$ cat config.mk
export PLATFORM = sky130hd
export DESIGN_NAME = uart_rx_fifo_periferico
export DESIGN_NICKNAME = d
export VERILOG_FILES = /design/src/rtl/uart_rx_fifo_periferico.sv
export SDC_FILE = /design/constraint.sdc
export NUM_CORES = 1
export LEC_CHECK = 0
export CORE_MARGIN = 5
export CORE_UTILIZATION = 45
export DETAILED_ROUTE_END_ITERATION = 10
export GPL_TIMING_DRIVEN = 0
export PLACE_DENSITY_LB_ADDON = 0.25
export REMOVE_ABC_BUFFERS = 1
export SLEW_MARGIN = 40
export SYNTH_ARGS = -nofsm -noshare
export SYNTH_HDL_FRONTEND = slang
export SYNTH_SLANG_ARGS = --single-unit
$ cat constraint.sdc
create_clock -name clk_i -period 3.5 [get_ports clk_i]
set_input_delay 1.05 -clock clk_i [delete_from_list [all_inputs] [get_ports clk_i]]
set_output_delay 1.05 -clock clk_i [all_outputs]
set_load 0.02 [all_outputs]
$ cat src/rtl/uart_rx_fifo_periferico.sv
// UART 8N1 receiver with a byte FIFO, exposed as a memory-mapped peripheral.
// DATA/STATUS/CONTROL registers; irq_o is high while the FIFO holds data.
module uart_rx_fifo_periferico #(
  parameter int unsigned CLK_FREQ = 10_000_000,
  parameter int unsigned BAUD     = 9600,
  parameter int unsigned DEPTH    = 8
) (
  input  logic        clk_i,
  input  logic        reset_i,
  input  logic        rx_i,
  input  logic        we_i,
  input  logic        re_i,
  input  logic [1:0]  addr_i,
  input  logic [31:0] dato_i,
  output logic [31:0] dato_o,
  output logic        irq_o
);

  localparam int unsigned CPB   = CLK_FREQ / BAUD;
  localparam int unsigned CNT_W = $clog2(CPB) + 1;
  localparam int unsigned AW    = $clog2(DEPTH);
  localparam int unsigned CW    = AW + 1;
  localparam logic [CNT_W-1:0] HALF_M1 = CNT_W'(CPB / 2 - 1);
  localparam logic [CNT_W-1:0] FULL_M1 = CNT_W'(CPB - 1);

  typedef enum logic [1:0] {IDLE, START, DATA, STOP} state_t;

  state_t           state, state_next;
  logic [CNT_W-1:0] cnt, cnt_next;
  logic [2:0]       bit_idx, bit_next;
  logic [7:0]       shift, shift_next;
  logic             rx_meta, rxs;
  logic             push_req, set_ferr;

  logic [7:0]    mem [DEPTH];
  logic [AW-1:0] wr_ptr, rd_ptr;
  logic [CW-1:0] count;
  logic          empty, full, pop, push, set_ovr, ctrl_wr, flush, clr;
  logic          frame_err, overrun;
  logic          unused;

  assign unused = ^dato_i[31:2];

  always_ff @(posedge clk_i) begin
    if (!reset_i) begin
      rx_meta <= 1'b1;
      rxs     <= 1'b1;
    end else begin
      rx_meta <= rx_i;
      rxs     <= rx_meta;
    end
  end

  always_ff @(posedge clk_i) begin
    if (!reset_i) begin
      state   <= IDLE;
      cnt     <= '0;
      bit_idx <= '0;
      shift   <= '0;
    end else begin
      state   <= state_next;
      cnt     <= cnt_next;
      bit_idx <= bit_next;
      shift   <= shift_next;
    end
  end

  always_comb begin
    state_next = state;
    cnt_next   = cnt + 1'b1;
    bit_next   = bit_idx;
    shift_next = shift;
    push_req   = 1'b0;
    set_ferr   = 1'b0;
    case (state)
      IDLE: begin
        cnt_next = '0;
        if (!rxs) state_next = START;
      end
      START: begin
        if (cnt == HALF_M1) begin
          cnt_next   = '0;
          bit_next   = '0;
          state_next = rxs ? IDLE : DATA;
        end
      end
      DATA: begin
        if (cnt == FULL_M1) begin
          cnt_next            = '0;
          shift_next[bit_idx] = rxs;
          bit_next            = bit_idx + 1'b1;
          if (bit_idx == 3'd7) state_next = STOP;
        end
      end
      STOP: begin
        if (cnt == FULL_M1) begin
          cnt_next   = '0;
          state_next = IDLE;
          if (rxs) push_req = 1'b1;
          else     set_ferr = 1'b1;
        end
      end
      default: state_next = IDLE;
    endcase
  end

  assign empty   = (count == '0);
  assign full    = (count == CW'(DEPTH));
  assign pop     = re_i && (addr_i == 2'd0) && !empty;
  // Pop is resolved first, so a full FIFO still accepts a byte on a popping edge.
  assign push    = push_req && (!full || pop);
  assign set_ovr = push_req && full && !pop;
  assign ctrl_wr = we_i && (addr_i == 2'd2);
  assign flush   = ctrl_wr && dato_i[1];
  assign clr     = ctrl_wr && dato_i[0];

  always_ff @(posedge clk_i) begin
    if (!reset_i || flush) begin
      wr_ptr <= '0;
      rd_ptr <= '0;
      count  <= '0;
    end else begin
      if (pop)  rd_ptr <= rd_ptr + 1'b1;
      if (push) wr_ptr <= wr_ptr + 1'b1;
      if (push && !pop)      count <= count + 1'b1;
      else if (pop && !push) count <= count - 1'b1;
    end
  end

  always_ff @(posedge clk_i) begin
    if (push && !flush) mem[wr_ptr] <= shift;
  end

  always_ff @(posedge clk_i) begin
    if (!reset_i) begin
      frame_err <= 1'b0;
      overrun   <= 1'b0;
    end else begin
      frame_err <= set_ferr || (frame_err && !clr);
      overrun   <= set_ovr  || (overrun && !clr);
    end
  end

  assign irq_o = !empty;

  always_comb begin
    dato_o = '0;
    case (addr_i)
      2'd0: if (!empty) dato_o = {23'b0, 1'b1, mem[rd_ptr]};
      2'd1: begin
        dato_o[0]      = empty;
        dato_o[1]      = full;
        dato_o[2]      = frame_err;
        dato_o[3]      = overrun;
        dato_o[4 +: CW] = count;
      end
      default: dato_o = '0;
    endcase
  end

endmodule
==> results.txt, run 1 <==
The initial antenna violation count came out at 0. The total I/O pin count is 72. The maximum clock path buffer count is 2. The x dimension of the die came out at 113 µm. The worst hold path belongs to the class flip-flop to flip-flop.

Counting every instance in the synthesized netlist gives 364. The cell count after placement came out at 507. The average wire per cell in the routed design is 17.4 µm. The worst slack at placement came out at -0.827 ns. The die area is 12700 µm². The flow ran to the end, and the final reports show no timing, DRC or antenna violations. The minimum setup slack among reg-to-reg paths came out at 0.42 ns. Global routing finished with a remaining overflow of 0.

The per-instance average area after synthesis is 13.0 µm². The number of slew-limit violations in the final report is 0. TritonCTS built the clock tree. The data arrival at the endpoint of the critical path is 2.35 ns. The synthesis-stage register bit count came out at 106. The number of global-route vias before repair is 2659. The most instantiated flip-flop cell in the synthesis netlist is sky130_fd_sc_hd__edfxtp_1. The setup slack after layout came out at 0.104 ns. The area growth from synthesis to layout is 10.6%.

The Yosys warning count came out at 0. The antenna violation net count after detailed routing came out at 0. The setup-violating endpoint count in the final report is 0. The critical path in this run is classified as flip-flop to output port. The effective utilization at floorplan is 0.460. Of the total synthesized cell area, the portion taken by full adders, half adders and majority gates is 0.0280. The DRC violation total after the first TritonRoute iteration is 208. The largest fanout on the critical path came out at 6. Dividing the final minimum period by the clock period gives 0.970. The most frequent standard cell in the layout excluding fill and tap cells is sky130_fd_sc_hd__edfxtp_1.

Clock latency on the worst-skew pair, taken at its later pin, is 0.37 ns. After detailed routing, the number of vias per cell comes to 5.46. The number of hold violations in the final report came to 0.

Dividing total power by cell area gives a power density of 402 nW/µm². Once layout is complete, the utilization of the core stands at 0.509. The number of buffers created by CTS came out at 9. The fraction of the mapped netlist area in compound gates came out at 0.0693.

The final HPWL from detailed placement came out at 6220 µm. The area share of and/or/nand/nor cells after synthesis is 0.147. The aggregate negative setup slack came out at 0 ns. Input and output buffers added on the ports amount to 18.

The filler cell count in the final layout came out at 927. The first-pass GRT wire length is 14300 µm. The startpoint identified for the worst register-to-register timing path is count[0]. The clock period could shrink to 3.40 ns. Headroom to the max-slew limit came out at 0.599. STA classifies the critical path startpoint as a flip-flop. Of the total synthesized cell area, the portion taken by XOR and XNOR cells is 0.0259.

The die extent in y is 113 µm. The post-detailed-route DRC marker count is 0. Summing internal, switching and leakage power gives 2100 µW.

Setup repair after global routing left no endpoint under its margin. The weighted congestion reported at the end of routability-driven placement came out at 0.744. The root buffer cell chosen for the clock tree is sky130_fd_sc_hd__clkbuf_8. The number of nets in the layout is 434. The post-synthesis sequential area ratio came out at 0.584.

VDD sags by at most 186 µV. The number of maximum-capacitance violations is 0. Entering global routing, the biggest net connects 25 pins. Yosys mapped the design onto 57 distinct sky130hd cell types.

The wire length after detailed routing came out at 9140 µm. The via count of the routed design is 2870. The most critical setup path has its startpoint at count[0]. The final standard cell count with taps included and fillers excluded is 526.

The number of iterations in the first detailed-routing pass is 4. The initialized floorplan defines 37 standard-cell rows. The mapped netlist covers 4730 µm².

After synthesis, the largest family of logic cells by area is simple AND/OR/NAND/NOR gates. The count of clock tree sinks came out at 106. The portion of netlist area occupied by mux cells came out at 0.0910.

The static power due to leakage came out at 0.00189 µW. For the final database, setup skew stands at 0.0103 ns. At the pin with the least slew margin, the transition time is 0.602 ns. STA classifies the critical path endpoint as an output port. The combined global-route utilization of all metal layers came out at 0.146. The ratio of cells with drive above 1 in the final layout came out at 0.169. The maximum clock frequency came out at 0.294 GHz. The number of flops mapped to enable cells by yosys is 64. For this design, the CTS-stage hold fixing added 0 buffers. Counting flops with an async set or reset pin after synthesis yields a share of 0. In the layout the commonest cells are sky130_fd_sc_hd__edfxtp_1 (64), sky130_fd_sc_hd__dfxtp_1 (37), sky130_fd_sc_hd__nor2_1 (25). The startpoint of the lowest-slack hold path is rx_meta. The antenna diode count is 0. The clock-pin slew of the registers on the worst-case setup and hold paths came out at 0.11 ns. In this run the number of H-tree levels came out at 3. Data on the critical path is required at its endpoint by 2.45 ns. The area of the core is 10300 µm².
repair_timing:
item                       4_1_cts  5_1_grt
cloned                           0        0
setup endpoints to repair        9        5
gates resized for setup         24        6
setup buffers                    3        0
pin swaps                        0        0
worst paths after layout:
check | to | depth (start not counted)
max | dato_o[1] | 3
min | rxs | 1
max reg2reg | count[3] | 10
min reg2reg | rxs | 1
state kept, by name, indices dropped and copies added, names as in the netlist, named ones only:
register	flops
rxs	1
wr_ptr	3
cnt	12
rd_ptr	3
rx_meta	1
overrun	1
shift	8
count	4
frame_err	1
state	1
mem	64
bit_idx	3
Yosys cell counts, types with 2 or more instances:
cell type / n / share of area
sky130_fd_sc_hd__a21o_1: 3 / 0.0048
sky130_fd_sc_hd__a21oi_1: 9 / 0.0095
sky130_fd_sc_hd__a221o_1: 5 / 0.011
sky130_fd_sc_hd__and2_1: 3 / 0.0040
sky130_fd_sc_hd__and3_1: 6 / 0.0079
sky130_fd_sc_hd__and3b_1: 2 / 0.0037
sky130_fd_sc_hd__buf_2: 3 / 0.0032
sky130_fd_sc_hd__buf_4: 23 / 0.037
sky130_fd_sc_hd__clkbuf_1: 8 / 0.0064
sky130_fd_sc_hd__dfxtp_1: 42 / 0.18
sky130_fd_sc_hd__edfxtp_1: 64 / 0.41
sky130_fd_sc_hd__ha_1: 9 / 0.024
sky130_fd_sc_hd__inv_1: 7 / 0.0056
sky130_fd_sc_hd__mux2i_1: 7 / 0.015
sky130_fd_sc_hd__mux4_2: 16 / 0.076
sky130_fd_sc_hd__nand2_1: 18 / 0.014
sky130_fd_sc_hd__nand2b_1: 7 / 0.0093
sky130_fd_sc_hd__nand3_1: 14 / 0.015
sky130_fd_sc_hd__nand3b_1: 2 / 0.0032
sky130_fd_sc_hd__nand4_1: 7 / 0.0093
sky130_fd_sc_hd__nand4b_1: 3 / 0.0056
sky130_fd_sc_hd__nor2_1: 33 / 0.026
sky130_fd_sc_hd__nor2b_1: 3 / 0.0040
sky130_fd_sc_hd__nor3_1: 5 / 0.0053
sky130_fd_sc_hd__o211ai_1: 6 / 0.0095
sky130_fd_sc_hd__o21ai_0: 6 / 0.0064
sky130_fd_sc_hd__o22ai_1: 2 / 0.0026
sky130_fd_sc_hd__o311ai_0: 2 / 0.0037
sky130_fd_sc_hd__o31ai_1: 7 / 0.011
sky130_fd_sc_hd__o41ai_1: 2 / 0.0037
sky130_fd_sc_hd__or4_1: 2 / 0.0032
sky130_fd_sc_hd__xnor2_1: 9 / 0.017
sky130_fd_sc_hd__xor2_1: 5 / 0.0093
cell type report:
class                           instances  area (µm²)  share of cell area
Sequential cell                       106        2770               0.530
Inverter                                8        30.0             0.00574
Clock inverter                          7        71.3              0.0136
Tap cell                              136         170              0.0325
Clock buffer                            9         124              0.0237
Multi-Input combinational cell        237        1860               0.355
Timing Repair Buffer                   23         204              0.0390
through the flow:
step           hold slack, ns  cell area (µm²)
4_1_cts                 0.430             5230
5_1_grt                 0.465             5230
2_1_floorplan           0.386             4590
3_3_place_gp            0.394             4940
3_5_place_dp            0.401             4970
6_report                0.425             5230
worst max-delay path, cell delays in order (launching register included):
cell	delay (ns)
sky130_fd_sc_hd__dfxtp_2	0.38
sky130_fd_sc_hd__or4b_2	0.73
sky130_fd_sc_hd__o22ai_1	0.22
sky130_fd_sc_hd__clkdlybuf4s50_1	0.65
logic make-up (layout without fill, tap and decap cells):
group	count (synthesis)	in the layout
AOI/OAI and AO/OA	46	46
xor gates and xnor gates	14	14
adders and majority gates	10	10
buffers and inverters	43	47
DFF	106	106
muxes	23	23
other	1	23
and+or+nand+nor	121	121
report_power, final:
group | switching (µW) | total [µW] | internal [µW] | leakage, µW
sequential | 2.28 | 1310 | 1310 | 0.00107
clock | 457 | 739 | 282 | 0.0000999
combinational | 41.9 | 54.2 | 12.3 | 0.000717
total | 501 | 2100 | 1600 | 0.00189
per-layer routing:
layer	vias up	share of wire	GRT usage
met2	70	0.51	0.239
met5	-	0	0
met3	11	0.051	0.0237
met1	1406	0.43	0.196
li1	1383	-	-
met4	0	0.012	0.0529
No activity file was read; power rests on OpenSTA's default activity.
==> run 2: changes to the inputs <==
CORE_UTILIZATION = 54   (was 45)
==> results.txt, run 2 (synthesis gave the netlist of run 1 again) <==
The run finished with clean final reports. The H-tree depth is 3. The portion of total power attributed to the clock network came out at 0.330. The via count of the routed design came out at 2859. The post-cts hold buffer count came out at 0.

The peak supply drop came out at 192 µV. The share of total power in sequential cells came out at 0.643. The initial antenna violation count came out at 0.

The switching portion of total power is 0.214. Of the total power, combinational logic draws 0.027. At the worst endpoint, the arrival time is 2.40 ns. Measured along the y axis, the die boundary spans 104 µm. The x dimension of the die came out at 104 µm. The minimum setup slack among reg-to-reg paths came out at 0.43 ns. The required time at the endpoint of the critical path is 2.45 ns. The count of clock tree sinks came out at 106. The number of rows created at floorplan is 34.

The maximum clock frequency came out at 0.290 GHz. The total I/O pin count is 72. The DRC violation total after the first TritonRoute iteration came out at 96. The startpoint of the lowest-slack hold path is rx_meta.

In the final layout, the registers with the most flip-flops are mem (64), cnt (12), shift (8). Using the TritonRoute via totals, the vias-per-cell ratio works out to 5.74. The combined global-route utilization of all metal layers came out at 0.167. The tree is rooted in a sky130_fd_sc_hd__clkbuf_8. The power per unit of standard cell area came out at 393 nW/µm². The top cell types in the final layout, fill and taps aside, are sky130_fd_sc_hd__edfxtp_1 (64), sky130_fd_sc_hd__dfxtp_1 (38), sky130_fd_sc_hd__nor2_1 (27). Setup violations remaining at the end of the flow were counted as 0. The final core area utilization is 0.600.

The repair_antennas step left the layout with diodes totalling 0. The worst register-to-register path ends at count[3]. For this configuration, the core starts out at a cell density of 0.548.

The net switching component of the power is 436 µW. The min-delay analysis places its worst path in the category flip-flop to flip-flop. The critical path in this run is classified as input port to output port. The worst setup path is captured at an output port.

The number of hold violations in the final report is 0. The antenna violation net count after detailed routing came out at 0. Counting the fill cells in the layout gives 684.

After detailed routing, the average wire length per cell comes to 17.7 µm. The worst register-to-register path begins at count[0]. The final global-route overflow total is 0. The die area is 10700 µm².

The maximum clock path buffer count came out at 2. In this run the tool buffered the top-level ports with 18 buffer cells. The relative slew slack is 0.455. The post-detailed-route DRC marker count came out at 0.

The signed area change from the synthesized netlist to the final layout is 9.50%. TritonCTS built the clock tree. The number of maximum-capacitance violations is 0. The final period demand of the worst path came out at 3.45 ns. Of all nets on the critical path, the largest fanout is 7. The register with the most flip-flops in the layout has 64 of them.

The cell depth of the worst hold path is 1. The final hold slack came out at 0.422 ns. The total area inside the core boundary comes to 8640 µm². The worst setup path is launched from an input port. The clock insertion delay at the later pin of the skew report is 0.36 ns. The power consumption is 2040 µW. On the final layout, the worst clock skew is 0.0203 ns. The number of global-route vias before repair came out at 2810. The first global-routing pass estimated 14400 µm of wire. The clock-pin slew of the registers on the worst-case setup and hold paths came out at 0.10 ns.

The ratio of cells with drive above 1 in the final layout is 0.159. The cell-internal power came out at 1600 µW. The number of slew-limit violations in the final report came out at 0. The wire length after detailed routing is 8840 µm. The number of buffers created by CTS is 9.

The largest net degree at the start of global routing is 25. The number of nets in the layout came out at 434. The library cell used most frequently in the layout, excluding fill and tap cells, is sky130_fd_sc_hd__edfxtp_1. The congestion estimate from routability-driven global placement came to 0.763. Setup repair after global routing left no endpoint under its margin. For the pin with the worst max-slew slack, the measured transition is 0.815 ns. Summed over all cells, the static leakage comes to 0.00190 µW. The number of cells traversed by the worst register-to-register path is 10.

The number of iterations in the first detailed-routing pass is 4. More flip-flops sit in one register than any other, and that register is mem. The hold path endpoint is rxs. The final HPWL from detailed placement is 6160 µm. The post-route fraction of the period consumed by the critical path came out at 0.987.
[run 2: how the worst max path moves through the flow]
stage / startpoint / end / slack, ns / cells after the start
after global routing: addr_i[1] / dato_o[3] / 0.005 / 7
after global placement: addr_i[0] / dato_o[2] / -0.80 / 6
after detailed placement: addr_i[1] / dato_o[2] / -0.79 / 6
after CTS: count[0] / dato_o[2] / 0.03 / 6
after floorplan: addr_i[0] / dato_o[2] / 0.51 / 5
final: addr_i[1] / dato_o[3] / 0.05 / 7
[run 2: timing repair]
action                     CTS  global route
setup endpoints to repair    9             8
resized for setup           22             8
setup buffers                3             0
cloned                       0             0
[run 2: critical path, cell delays in order]
cell                              delay, ns
sky130_fd_sc_hd__clkdlybuf4s18_2       0.27
sky130_fd_sc_hd__nor2_4                0.07
sky130_fd_sc_hd__nand2_2               0.14
sky130_fd_sc_hd__inv_2                 0.10
sky130_fd_sc_hd__and3_1                0.18
sky130_fd_sc_hd__a221o_1               0.30
sky130_fd_sc_hd__clkdlybuf4s15_1       0.30
[run 2: layout make-up]
| class | count | area, µm² | area share |
|---|---|---|---|
| Clock inverter | 4 | 27.5 | 0.00532 |
| Multi-Input combinational cell | 237 | 1850 | 0.357 |
| Inverter | 8 | 30.0 | 0.00580 |
| Clock buffer | 12 | 145 | 0.0280 |
| Tap cell | 108 | 135 | 0.0261 |
| Sequential cell | 106 | 2770 | 0.535 |
| Timing Repair Buffer | 23 | 223 | 0.0430 |
[run 2: metal layers]
| metal | global-route usage | wire, µm | share of wire |
|---|---|---|---|
| met5 | 0 | 0 | 0 |
| met2 | 0.291 | 4640 | 0.52 |
| met1 | 0.208 | 3770 | 0.43 |
| met3 | 0.0274 | 263 | 0.030 |
| met4 | 0.0637 | 170 | 0.019 |
[run 2: metrics by stage]
step                TNS [ns]  worst slack [ns]  area [µm²]  cells
CTS                        0            0.0337        5170    498
detailed placement    -13.04            -0.794        4930    479
global placement      -15.94            -0.799        4900    477
floorplan                  0             0.508        4590    351
finish                     0            0.0458        5180    498
global route               0           0.00539        5180    498
[run 2: power groups by stage]
stage / Clock, µW / Sequential [µW] / Combinational [µW]
after floorplan: 0 / 1340 / 33.0
after global placement: 0 / 1340 / 51.8
after detailed placement: 0 / 1340 / 52.7
after CTS: 678 / 1310 / 54.5
after global routing: 729 / 1310 / 59.0
final: 672 / 1310 / 54.8
